## config.mk

```make
export PLATFORM = sky130hd
export DESIGN_NAME = lsu_mem_stage
export DESIGN_NICKNAME = d
export VERILOG_FILES = /design/src/rtl/rv32_pkg.sv /design/src/rtl/lsu_align.sv /design/src/rtl/lsu_mem_stage.sv
export SDC_FILE = /design/constraint.sdc
export NUM_CORES = 1
export LEC_CHECK = 0
export BUFFER_PORTS_ARGS = -buffer_cell sky130_fd_sc_hd__buf_4
export CAP_MARGIN = 40
export CORE_UTILIZATION = 45
export DETAILED_ROUTE_END_ITERATION = 10
export PLACE_DENSITY = 0.78
export SLEW_MARGIN = 0
export SYNTH_ARGS = -nofsm -noshare
export SYNTH_HDL_FRONTEND = slang
export SYNTH_SLANG_ARGS = --single-unit
```

## constraint.sdc

```tcl
create_clock -name clk -period 2.6 [get_ports clk]
set_input_delay 0.52 -clock clk [delete_from_list [all_inputs] [get_ports clk]]
set_output_delay 0.52 -clock clk [all_outputs]
set_load 0.1 [all_outputs]
```

## src/rtl/rv32_pkg.sv

```systemverilog
// Shared opcode/func3 encodings and the memory-stage FSM state type.
package rv32_pkg;

  localparam logic [4:0] OP_LOAD  = 5'b00000;
  localparam logic [4:0] OP_STORE = 5'b01000;

  localparam logic [2:0] F3_B  = 3'b000;
  localparam logic [2:0] F3_H  = 3'b001;
  localparam logic [2:0] F3_W  = 3'b010;
  localparam logic [2:0] F3_BU = 3'b100;
  localparam logic [2:0] F3_HU = 3'b101;

  typedef enum logic [1:0] {
    ST_IDLE = 2'd0,
    ST_REQ  = 2'd1,
    ST_WAIT = 2'd2
  } lsu_state_t;

endpackage

```

## src/rtl/lsu_align.sv

```systemverilog
// Combinational lane logic: access legality, store strobe/data placement, load extraction.
module lsu_align
  import rv32_pkg::*;
#(
  parameter int XLEN = 32
) (
  input  logic            is_load,
  input  logic            is_store,
  input  logic [2:0]      func3,
  input  logic [XLEN-1:0] addr,
  input  logic [XLEN-1:0] rs2,
  input  logic [2:0]      ld_func3,
  input  logic [1:0]      ld_off,
  input  logic [XLEN-1:0] rdata,
  output logic            fault,
  output logic [3:0]      wstrb,
  output logic [XLEN-1:0] wdata,
  output logic [XLEN-1:0] ldata
);

  logic [XLEN-1:0] shifted_s;

  // Misaligned or unsupported width for the access kind raises a fault.
  always_comb begin
    fault = 1'b0;
    if (is_load) begin
      case (func3)
        F3_B, F3_BU: fault = 1'b0;
        F3_H, F3_HU: fault = addr[0];
        F3_W:        fault = |addr[1:0];
        default:     fault = 1'b1;
      endcase
    end else if (is_store) begin
      case (func3)
        F3_B:    fault = 1'b0;
        F3_H:    fault = addr[0];
        F3_W:    fault = |addr[1:0];
        default: fault = 1'b1;
      endcase
    end else begin
      fault = 1'b0;
    end
  end

  // Store data is replicated across lanes; the strobe selects the live bytes.
  always_comb begin
    wstrb = 4'h0;
    wdata = rs2;
    case (func3[1:0])
      2'b00: begin
        wstrb = 4'b0001 << addr[1:0];
        wdata = {4{rs2[7:0]}};
      end
      2'b01: begin
        wstrb = 4'b0011 << addr[1:0];
        wdata = {2{rs2[15:0]}};
      end
      default: begin
        wstrb = 4'hF;
        wdata = rs2;
      end
    endcase
  end

  assign shifted_s = rdata >> {ld_off, 3'b000};

  // Load extraction uses the func3/offset captured at accept time.
  always_comb begin
    ldata = rdata;
    case (ld_func3)
      F3_B:    ldata = {{(XLEN-8){shifted_s[7]}}, shifted_s[7:0]};
      F3_BU:   ldata = {{(XLEN-8){1'b0}}, shifted_s[7:0]};
      F3_H:    ldata = {{(XLEN-16){shifted_s[15]}}, shifted_s[15:0]};
      F3_HU:   ldata = {{(XLEN-16){1'b0}}, shifted_s[15:0]};
      default: ldata = rdata;
    endcase
  end

endmodule

```

## src/rtl/lsu_mem_stage.sv

```systemverilog
// Memory stage: cache req/ready + rvalid handshake, upstream stall, and the rd writeback register.
module lsu_mem_stage
  import rv32_pkg::*;
#(
  parameter int XLEN  = 32,
  parameter int OPC_W = 5
) (
  input  logic             clk,
  input  logic             rst,
  input  logic             in_valid,
  input  logic [OPC_W-1:0] in_opcode,
  input  logic [2:0]       in_func3,
  input  logic [XLEN-1:0]  in_alu_out,
  input  logic [XLEN-1:0]  in_rs2_data,
  input  logic [4:0]       in_rd,
  input  logic             in_wb_en,
  output logic             stall,
  output logic             dc_req,
  output logic             dc_we,
  output logic [XLEN-1:0]  dc_addr,
  output logic [3:0]       dc_wstrb,
  output logic [XLEN-1:0]  dc_wdata,
  input  logic             dc_ready,
  input  logic             dc_rvalid,
  input  logic [XLEN-1:0]  dc_rdata,
  output logic             out_valid,
  output logic [4:0]       out_rd,
  output logic             out_wb_en,
  output logic [XLEN-1:0]  out_data,
  output logic             out_fault
);

  lsu_state_t      state_r;
  logic [2:0]      f3_r;
  logic [1:0]      off_r;
  logic [4:0]      rd_r;
  logic            wb_en_r;

  logic            is_load_s;
  logic            is_store_s;
  logic            fault_s;
  logic [3:0]      wstrb_s;
  logic [XLEN-1:0] wdata_s;
  logic [XLEN-1:0] ldata_s;

  assign is_load_s  = (in_opcode == OP_LOAD);
  assign is_store_s = (in_opcode == OP_STORE);

  lsu_align #(.XLEN(XLEN)) u_align (
    .is_load  (is_load_s),
    .is_store (is_store_s),
    .func3    (in_func3),
    .addr     (in_alu_out),
    .rs2      (in_rs2_data),
    .ld_func3 (f3_r),
    .ld_off   (off_r),
    .rdata    (dc_rdata),
    .fault    (fault_s),
    .wstrb    (wstrb_s),
    .wdata    (wdata_s),
    .ldata    (ldata_s)
  );

  // FSM, request registers and writeback registers; out_valid is a one-cycle pulse.
  always_ff @(posedge clk) begin
    if (rst) begin
      state_r   <= ST_IDLE;
      f3_r      <= 3'd0;
      off_r     <= 2'd0;
      rd_r      <= 5'd0;
      wb_en_r   <= 1'b0;
      stall     <= 1'b0;
      dc_req    <= 1'b0;
      dc_we     <= 1'b0;
      dc_addr   <= {XLEN{1'b0}};
      dc_wstrb  <= 4'h0;
      dc_wdata  <= {XLEN{1'b0}};
      out_valid <= 1'b0;
      out_rd    <= 5'd0;
      out_wb_en <= 1'b0;
      out_data  <= {XLEN{1'b0}};
      out_fault <= 1'b0;
    end else begin
      out_valid <= 1'b0;
      case (state_r)
        ST_IDLE: begin
          if (in_valid) begin
            if ((is_load_s || is_store_s) && !fault_s) begin
              state_r  <= ST_REQ;
              stall    <= 1'b1;
              dc_req   <= 1'b1;
              dc_we    <= is_store_s;
              dc_addr  <= {in_alu_out[XLEN-1:2], 2'b00};
              dc_wstrb <= is_store_s ? wstrb_s : 4'h0;
              dc_wdata <= is_store_s ? wdata_s : {XLEN{1'b0}};
              f3_r     <= in_func3;
              off_r    <= in_alu_out[1:0];
              rd_r     <= in_rd;
              wb_en_r  <= in_wb_en;
            end else begin
              // Faulting memory ops and pass-through ops both report the ALU value.
              out_valid <= 1'b1;
              out_rd    <= in_rd;
              out_data  <= in_alu_out;
              out_fault <= fault_s;
              out_wb_en <= fault_s ? 1'b0 : in_wb_en;
            end
          end
        end
        ST_REQ: begin
          if (dc_ready) begin
            dc_req <= 1'b0;
            if (dc_we) begin
              state_r   <= ST_IDLE;
              stall     <= 1'b0;
              out_valid <= 1'b1;
              out_rd    <= rd_r;
              out_wb_en <= 1'b0;
              out_data  <= {XLEN{1'b0}};
              out_fault <= 1'b0;
            end else begin
              state_r <= ST_WAIT;
            end
          end
        end
        ST_WAIT: begin
          if (dc_rvalid) begin
            state_r   <= ST_IDLE;
            stall     <= 1'b0;
            out_valid <= 1'b1;
            out_rd    <= rd_r;
            out_wb_en <= wb_en_r;
            out_data  <= ldata_s;
            out_fault <= 1'b0;
          end
        end
        default: begin
          state_r <= ST_IDLE;
          stall   <= 1'b0;
          dc_req  <= 1'b0;
        end
      endcase
    end
  end

endmodule

```

==> results of run 1 <==
==> final timing paths <==
check                 start  depth (start not counted)      endpoint  slack, ns
max reg2reg      state_r[1]                          7  out_data[18]       0.46
min          in_alu_out[15]                          3   dc_addr[15]       0.37
min reg2reg     dc_wdata[1]                          2   dc_wdata[1]       0.45
max              state_r[1]                          7  out_data[18]       0.46
==> cell type report <==
cell class / count / area, um2 / share of cell area
multi-input cells: 548 / 3130 / 0.378
flip-flops and latches: 122 / 2440 / 0.295
repair buffers: 244 / 1870 / 0.226
clock buffers: 24 / 482 / 0.0582
well taps: 172 / 215 / 0.0260
clock inverters: 7 / 115 / 0.0139
inverters: 5 / 18.8 / 0.00227
==> synth_stat cells (2+ instances only) <==
cell type | n | area share
a211oi_1 | 24 | 0.031
a21oi_1 | 111 | 0.095
a221oi_1 | 2 | 0.0030
a22oi_1 | 7 | 0.0089
a311oi_1 | 15 | 0.022
and3_1 | 2 | 0.0021
buf_1 | 3 | 0.0019
buf_2 | 19 | 0.016
buf_4 | 5 | 0.0064
clkbuf_1 | 41 | 0.026
dfxtp_1 | 122 | 0.42
ha_1 | 4 | 0.0085
inv_1 | 4 | 0.0026
mux2_2 | 25 | 0.048
mux2i_1 | 21 | 0.036
nand2_1 | 137 | 0.088
nand2b_1 | 24 | 0.026
nand3_1 | 33 | 0.028
nand3b_1 | 4 | 0.0051
nor2_1 | 56 | 0.036
nor2b_1 | 19 | 0.020
nor3_1 | 6 | 0.0051
nor3b_1 | 3 | 0.0038
nor4_1 | 2 | 0.0021
o211ai_1 | 4 | 0.0051
o21ai_0 | 24 | 0.020
o221ai_1 | 7 | 0.010
==> metal layers <==
layer  share of wire  GRT usage
met1            0.44      0.353
met2            0.47      0.404
met3           0.078     0.0799
met4           0.021      0.109
met5               0          0
==> flip-flops by register name (all words and copies together) (netlist names) <==
name / cells
state_r: 2
dc_wdata: 32
wb_en_r: 1
out_fault: 1
dc_we: 1
off_r: 2
dc_req: 1
dc_addr: 30
f3_r: 3
out_data: 32
out_wb_en: 1
stall: 1
rd_r: 5
out_rd: 5
dc_wstrb: 4
out_valid: 1
==> critical path: stages, from the launching register on <==
cell	delay (ns)
dfxtp_1	0.39
inv_1	0.08
ha_1	0.22
nand2b_1	0.14
o2111ai_1	0.25
a211oi_4	0.36
o41a_2	0.44
a211oi_1	0.13
==> where the power goes <==
group | total (W) | internal [W] | leakage [nW] | switching, W
Sequential | 0.00199 | 0.00195 | 0.993 | 0.0000412
Combinational | 0.00125 | 0.000362 | 2.08 | 0.000885
Clock | 0.00239 | 0.00158 | 0.286 | 0.000815
Total | 0.00563 | 0.00389 | 3.36 | 0.00174
==> cells by family after synthesis <==
| logic type | count (synthesis) |
|---|---|
| AO/OA/AOI/OAI | 206 |
| adder cells (fa/ha/maj) | 4 |
| buffers and inverters | 74 |
| flip-flops | 122 |
| multiplexers | 46 |
| other | 1 |
| AND/OR/NAND/NOR | 290 |
==> metrics by stage <==
| step | instances | area [um2] |
|---|---|---|
| 2_1_floorplan | 744 | 5880 |
| 3_3_place_gp | 1091 | 7670 |
| 3_5_place_dp | 1091 | 7670 |
| 4_1_cts | 1122 | 8270 |
| 5_1_grt | 1122 | 8270 |
| 6_report | 1122 | 8270 |
==> results.toml, run 1 <==
[cts]
cts_resized = 0
cts_tree = "yes"
clock_sinks = 122
cts_root_buf = "clkbuf_16"
cts_buffers = 17
clkTransAtPathRegs_ns = 0.05
clock_latency_ns = 0.41
clockBufferDepth = 2
postCtsHoldBufs = 0
cts_setup_buffers = 0
htreeDepth = 4

[synth]
synthCells = 743
synth_seq_cells = 122
synth_ff_type = "dfxtp_1"
synth_xor_area_frac = 0
ys_types = 46
postSynthAreaPerCell_um2 = 7.91
synth_top_family_by_area = "simple AND/OR/NAND/NOR gates"
synthMuxAreaShare = 0.0837
synth_area_um2 = 5870
synth_adder_area_share = 0.00852
yosysWarnings = 0
synth_compound_area_frac = 0.216
ys_seq_area_frac = 0.416
yosys.area_share.simple = 0.221
async_reset_ff_frac = 0
synth-edff-count = 0

[global_route]
antenna_found_initial = 0
grt_pass1_vias = 5455
grt_usage = 0.266
grt_max_degree = 64
overflow = 0
grt_pass1_wl_um = 27800

[outcome]
status = "finished, final reports clean"

[power]
vdd_ir_drop_max_mv = 0.441
powerDensity_nw_per_um2 = 680
leakage_nw = 3.36
total_power_w = 0.00563

[route]
drc_errors = 0
vias = 6011
vias_per_cell = 5.36
wirelength_um = 18100
first_pass_iters = 5
postRouteAntennaNets = 0
drtIter0Drc = 428
wire_per_inst_um = 16.1

[timing]
fmax_ghz = 0.467
slew_headroom = 0.471
finClkSkew_ns = 0.00713
finalHoldViolations = 0
final.setup.tns_ns = 0
worst_slack_ns = 0.457
fin_crit_ns = 2.14
rsz0062_at_grt = "false"
tightest_slew_ns = 0.792
timing.hold.ws_ns = 0.368
slew_viol_final = 0
setup_viol = 0
period_share = 0.824

[placed_design]
port_buffers = 223
place_hpwl_um = 12900
place_ws_ns = 0.190
place_congestion = 0.908

[critical_path]
critPathLaunchType = "register"
critPathKind = "reg -> reg"
cp_max_fo = 16
crit_arrival_ns = 2.40
worst_setup_path_end_kind = "register"
cp.required_ns = 2.86

[floorplan]
io_pins = 226
design.die.area_um2 = 13500
row_count = 41
die_h_um = 116
core_region_area_um2 = 12700
die_w_um = 116
start_util = 0.464

[final_layout]
area_growth_pct = 40.8
final_cell_mix = "241 x buf_4, 137 x nand2_1, 122 x dfxtp_1"
final_layout_size_suffix_gt1_frac = 0.317
fillers = 1089
finish.utilization = 0.653
layout_commonest_cell = "buf_4"
antenna_cells = 0
nets = 1057

[job]
maxCapViolations = 0

[hold_path]
holdCritPathClass = "in -> reg"
No activity file was read; power rests on OpenSTA's default activity.
==> run 2, diff against run 1 <==
==> constraint.sdc (replaced) <==
create_clock -name clk -period 2.22 [get_ports clk]
set_input_delay 0.444 -clock clk [delete_from_list [all_inputs] [get_ports clk]]
set_output_delay 0.444 -clock clk [all_outputs]
set_load 0.1 [all_outputs]
==> run 2 against run 1 <==
Effect of this change:
- clock skew decreased by 0.0016 ns
- hold slack got worse by 0.086 ns
- count of clock-buffer cells in the layout decreased by 4
- die area unchanged
- via count increased by 2.6%
- fmax increased by 3.3%
- sequential power increased by 17%
- critical path depth increased by 2
- cell count increased by 1.5%
- worst setup slack got worse by 0.31 ns
- critical endpoint is now out_data[0]
- largest power group unchanged
==> results.toml, run 2 (synthesized netlist as in run 1, its figures left out) <==
[cts]
cts_buffers = 17
clock_latency_ns = 0.41
cts_root_buf = "clkbuf_16"
cts_tree = "yes"
clock_sinks = 122
htreeDepth = 4
clockBufferDepth = 2
clkTransAtPathRegs_ns = 0.05

[timing]
period_share = 0.935
fin_crit_ns = 2.07
final.setup.tns_ns = 0
tightest_slew_ns = 0.496
fmax_ghz = 0.482
setup_viol = 0
slew_headroom = 0.661
worst_slack_ns = 0.145
slew_viol_final = 0
finClkSkew_ns = 0.00550
finalHoldViolations = 0

[critical_path]
path_buf_inv = 3
worst_setup_path_end_kind = "register"
cp_cell_sequence = "inv_1 -> ha_1 -> nand2b_1 -> o2111ai_4 -> a211oi_4 -> buf_4 -> buf_12 -> nor2_1 -> a311oi_1"
crit_family = "compound AO/OA/AOI/OAI gates"
cp.required_ns = 2.54
cpPeakStageDelay_ns = 0.38
critPathSlowestCell = "dfxtp_1"
cp_max_fo = 32
rr_startpoint = "state_r[0]"
critPathKind = "reg -> reg"
r2r_end = "out_data[0]"
crit_arrival_ns = 2.39
ff2ff_setup_slack_ns = 0.15
r2r_cells = 9
cp.depth = 9
critPathLaunchType = "register"

[final_layout]
reg_top3 = "dc_wdata x32, out_data x32, dc_addr x30"
stdcell_count = 1139
area_growth_pct = 46.0
antenna_cells = 0
final_layout_size_suffix_gt1_frac = 0.335
nets = 1073
layout_commonest_cell = "buf_4"
final_cell_mix = "251 x buf_4, 137 x nand2_1, 121 x dfxtp_1"
fillers = 1049

[outcome]
status = "finished, final reports clean"

[power]
leakage_nw = 3.53
total_power_w = 0.00700
powerDensity_nw_per_um2 = 816
vdd_ir_drop_max_mv = 0.408

[global_route]
grt_pass1_vias = 5545
grt_pass1_wl_um = 28300
grt_usage = 0.272
overflow = 0
grt_max_degree = 70
antenna_found_initial = 0

[placed_design]
place_inst = 1106
port_buffers = 223
place_hpwl_um = 13100
place_ws_ns = -0.0247
place_congestion = 0.915

[route]
vias_per_cell = 5.42
vias = 6168
postRouteAntennaNets = 0
wire_per_inst_um = 16.1
wirelength_um = 18400
drc_errors = 0
drtIter0Drc = 437
first_pass_iters = 8

[hold_path]
worstHoldPathCells = 3
hp-start = "in_alu_out[18]"
holdCritPathClass = "in -> reg"
min_to = "dc_addr[18]"

[floorplan]
io_pins = 226
start_util = 0.464
row_count = 41
design.die.area_um2 = 13500
die_h_um = 116
die_w_um = 116
core_region_area_um2 = 12700

[job]
maxCapViolations = 0
==> run 2: cell types whose count changed in the layout (fill, tap and decap cells not counted), sizes merged <==
cell,previous run,this run
clkinvlp,2,1
inv,4,5
buf,244,260
clkbuf,24,20
bufinv,3,6
clkinv,3,5
==> run 2: stage by stage <==
stage | area (um2) | hold WS [ns] | util
CTS | 8550 | 0.271 | 0.674
global placement | 7860 | 0.439 | 0.621
global route | 8580 | 0.275 | 0.677
floorplan | 5880 | 0.436 | -
finish | 8580 | 0.282 | 0.677
detailed placement | 7860 | 0.446 | 0.621
==> run 2: worst max-delay path by stage <==
stage           startpoint      endpoint  slack (ns)
4_1_cts         state_r[0]  out_data[29]        0.09
3_5_place_dp   in_func3[0]  out_data[18]       -0.02
5_1_grt         state_r[1]   out_data[0]       -0.04
6_report        state_r[0]   out_data[0]        0.15
2_1_floorplan  in_func3[0]  out_data[21]        0.13
3_3_place_gp   in_func3[1]  out_data[17]        0.01
==> run 2: per-layer routing <==
layer | track usage | vias to the layer above | part of all wire
met4 | 0.117 | 0 | 0.021
met2 | 0.417 | 247 | 0.47
met5 | 0 | - | 0
met3 | 0.0825 | 32 | 0.085
li1 | - | 3020 | -
met1 | 0.353 | 2869 | 0.42
==> run 2: final cells by class <==
cell class	count	area, um2	share of cell area
Multi-Input combinational cell	548	3150	0.368
Sequential cell	122	2440	0.285
Timing Repair Buffer	260	2060	0.241
Clock buffer	20	467	0.0544
Clock inverter	12	216	0.0252
Tap cell	172	215	0.0251
Inverter	5	18.8	0.00219
==> run 2: power breakdown <==
part / internal (W) / switching (W)
clock: 0.00219 / 0.000989
combinational: 0.000447 / 0.00104
sequential: 0.00228 / 0.0000499
total: 0.00492 / 0.00208
==> run 2: timing repair <==
action,in CTS,in global routing
gates resized for setup,0,3
setup buffers,0,1
setup endpoints to repair,0,18
hold buffers,0,0
==> run 2: worst register-to-register path, cell delays in order, from the launching register on <==
cell       delay, ns
dfxtp_1         0.38
inv_1           0.08
ha_1            0.22
nand2b_1        0.17
o2111ai_4       0.18
a211oi_4        0.25
buf_4           0.20
buf_12          0.19
nor2_1          0.07
a311oi_1        0.25
==> run 3, diff against run 2 <==
--- a/config.mk
+++ b/config.mk
@@ -5,11 +5,12 @@
 export SDC_FILE = /design/constraint.sdc
 export NUM_CORES = 1
 export LEC_CHECK = 0
+export ABC_AREA = 1
 export BUFFER_PORTS_ARGS = -buffer_cell sky130_fd_sc_hd__buf_4
 export CAP_MARGIN = 40
 export CORE_UTILIZATION = 45
 export DETAILED_ROUTE_END_ITERATION = 10
-export PLACE_DENSITY = 0.78
+export PLACE_DENSITY = 0.77
 export SLEW_MARGIN = 0
 export SYNTH_ARGS = -nofsm -noshare
 export SYNTH_HDL_FRONTEND = slang
==> run 3 against run 2 <==
Effect of this change:
- worst setup slack better by 0.10 ns
- non-clock buffer count down 8
- sequential share of layout area down 1.2 points
- clock skew up 0.0013 ns
- first-iteration DRC count up 24%
- area after synthesis up 9.2%
- wire length up 13%
- clock power down 7.9%
- critical path depth up 2
- fmax up 5.1%
- cell area up 4.2%
- largest power group is now combinational logic
==> results.toml, run 3 <==
[timing]
slew_viol_final = 0
setup_viol = 0
fmax_ghz = 0.507
tightest_slew_ns = 0.515
slew_headroom = 0.656
period_share = 0.889
rsz0062_at_grt = "false"
finClkSkew_ns = 0.00682
final.setup.tns_ns = 0
timing.hold.ws_ns = 0.280
fin_crit_ns = 1.97
finalHoldViolations = 0

[synth]
ys_types = 27
postSynthAreaPerCell_um2 = 6.05
synth_ff_type = "dfxtp_1"
synth_seq_cells = 122
async_reset_ff_frac = 0
synth-edff-count = 0
ys_top_cells_by_area = "dfxtp_1 38%, nand2_1 18%, nor2_1 13%"
yosysWarnings = 0
synthCells = 1061
synth.largest_area_cell = "dfxtp_1"
ys_seq_area_frac = 0.381
yosysTopAreaCellShare = 0.381
yosys-top-cells-count = "312 x nand2_1, 217 x nor2_1, 122 x dfxtp_1"
synth_area_um2 = 6420
yosysMostFrequentCell = "nand2_1"

[critical_path]
critPathSlowestCell = "dfxtp_1"
cpPeakStageDelay_ns = 0.40
critPathLaunchType = "register"
crit_family = "simple AND/OR/NAND/NOR gates"
cp_max_fo = 23
crit_top_cell = "nand2_1"
worst_setup_path_end_kind = "register"
cp.required_ns = 2.53
cp_cell_sequence = "inv_1 -> ha_1 -> nand2_1 -> nand2_1 -> a21oi_2 -> nand2_1 -> nor2_4 -> buf_4 -> nand3_1 -> nor2_1 -> nor2_1"
critPathKind = "reg -> reg"
startpoint = "state_r[0]"
rr_startpoint = "state_r[0]"
crit_arrival_ns = 2.29
path_buf_inv = 2

[cts]
postCtsHoldBufs = 0
htreeDepth = 4
cts_tree = "yes"
cts_root_buf = "clkbuf_16"
clock_sinks = 122
clockBufferDepth = 2
cts_setup_buffers = 0
clkTransAtPathRegs_ns = 0.06
cts_buffers = 17
cts_resized = 0
clock_latency_ns = 0.42

[final_layout]
final_layout_size_suffix_gt1_frac = 0.229
nets = 1388
area_growth_pct = 39.3
reg_top3 = "dc_wdata x32, out_data x32, dc_addr x30"
layout_commonest_cell = "nand2_1"
antenna_cells = 0
final_cell_mix = "312 x nand2_1, 247 x buf_4, 217 x nor2_1"

[power]
total_power_w = 0.00863
vdd_ir_drop_max_mv = 0.574
leakage_nw = 4.54
powerDensity_nw_per_um2 = 966

[floorplan]
start_util = 0.462
die_h_um = 121
design.die.area_um2 = 14700
io_pins = 226
die_w_um = 121
core_region_area_um2 = 13900
row_count = 43

[outcome]
status = "finished, final reports clean"

[route]
drtIter0Drc = 543
vias_per_cell = 5.02
first_pass_iters = 5
wire_per_inst_um = 14.2
drc_errors = 0
wirelength_um = 20700
postRouteAntennaNets = 0
vias = 7332

[placed_design]
port_buffers = 223
place_congestion = 0.909
place_hpwl_um = 14700

[global_route]
grt_pass1_vias = 6721
grt_max_degree = 47
grt_pass1_wl_um = 33100
grt_usage = 0.288
antenna_found_initial = 0
overflow = 0

[job]
maxCapViolations = 0

[hold_path]
holdCritPathClass = "in -> reg"
hp-start = "in_rd[0]"
[run 3: cell types whose count changed in the layout (fill, tap and decap cells not counted), sizes merged, moves of 7 or more]
cell    delta
mux2i     -21
o21ai     +45
a22oi      -7
nand2    +177
a311oi    -15
a211oi    -25
nand2b    -24
a21oi     -35
nor2     +162
nand3     +24
inv      +108
nor2b     -19
mux2      -25
buf        -8
[run 3: cell families (layout without fill, tap and decap cells)]
family,Yosys count,after routing,share of synthesized area
and+or+nand+nor,594,594,0.365
adders and majority gates,4,4,0.00780
AOI/OAI and AO/OA,163,163,0.136
DFF,122,122,0.381
other,1,2,0.000584
buffers and inverters,177,397,0.111
[run 3: routing by layer]
layer	global-route usage	wire, um	up-vias
li1	-	-	3704
met1	0.363	8770	3266
met2	0.466	9630	321
met3	0.0700	1820	41
met4	0.123	531	0
met5	0	0	-
[run 3: final timing paths]
check	endpoint	slack, ns	cells past startpoint
hold / removal	rd_r[0]	0.28	3
hold reg to reg	stall	0.46	2
setup reg to reg	out_data[27]	0.25	11
setup / recovery	out_data[27]	0.25	11
[run 3: layout make-up]
class | count | area [um2]
Clock buffer | 20 | 457
Clock inverter | 12 | 171
Fill cell | 1327 | 4940
Inverter | 113 | 424
Multi-Input combinational cell | 763 | 3270
Sequential cell | 122 | 2440
Tap cell | 180 | 225
Timing Repair Buffer | 252 | 1950
[run 3: report_power, final]
part           internal [W]  leakage (nW)  total, W  switching (W)
Clock               0.00193         0.302   0.00293        0.00101
Combinational      0.000801          3.25   0.00318        0.00238
Sequential          0.00240         0.993   0.00252       0.000121
Total               0.00513          4.54   0.00863        0.00351
[run 3: worst reg2reg max path, delay by kind of cell (launching register included)]
| family | cells | cell delay (ns) |
|---|---|---|
| simple gates | 7 | 0.71 |
| compound gates | 1 | 0.18 |
| buf+inv | 2 | 0.36 |
| flops | 1 | 0.40 |
| fa+ha+maj | 1 | 0.22 |
[run 3: stage by stage]
| step | instance area, um2 | setup WS (ns) | instances | util |
|---|---|---|---|---|
| after floorplan | 6420 | 0.270 | 1062 | - |
| after global placement | 8310 | 0.278 | 1430 | 0.599 |
| after detailed placement | 8310 | 0.238 | 1430 | 0.599 |
| after CTS | 8940 | 0.245 | 1462 | 0.644 |
| after global routing | 8940 | 0.0416 | 1462 | 0.644 |
| final | 8940 | 0.246 | 1462 | 0.644 |
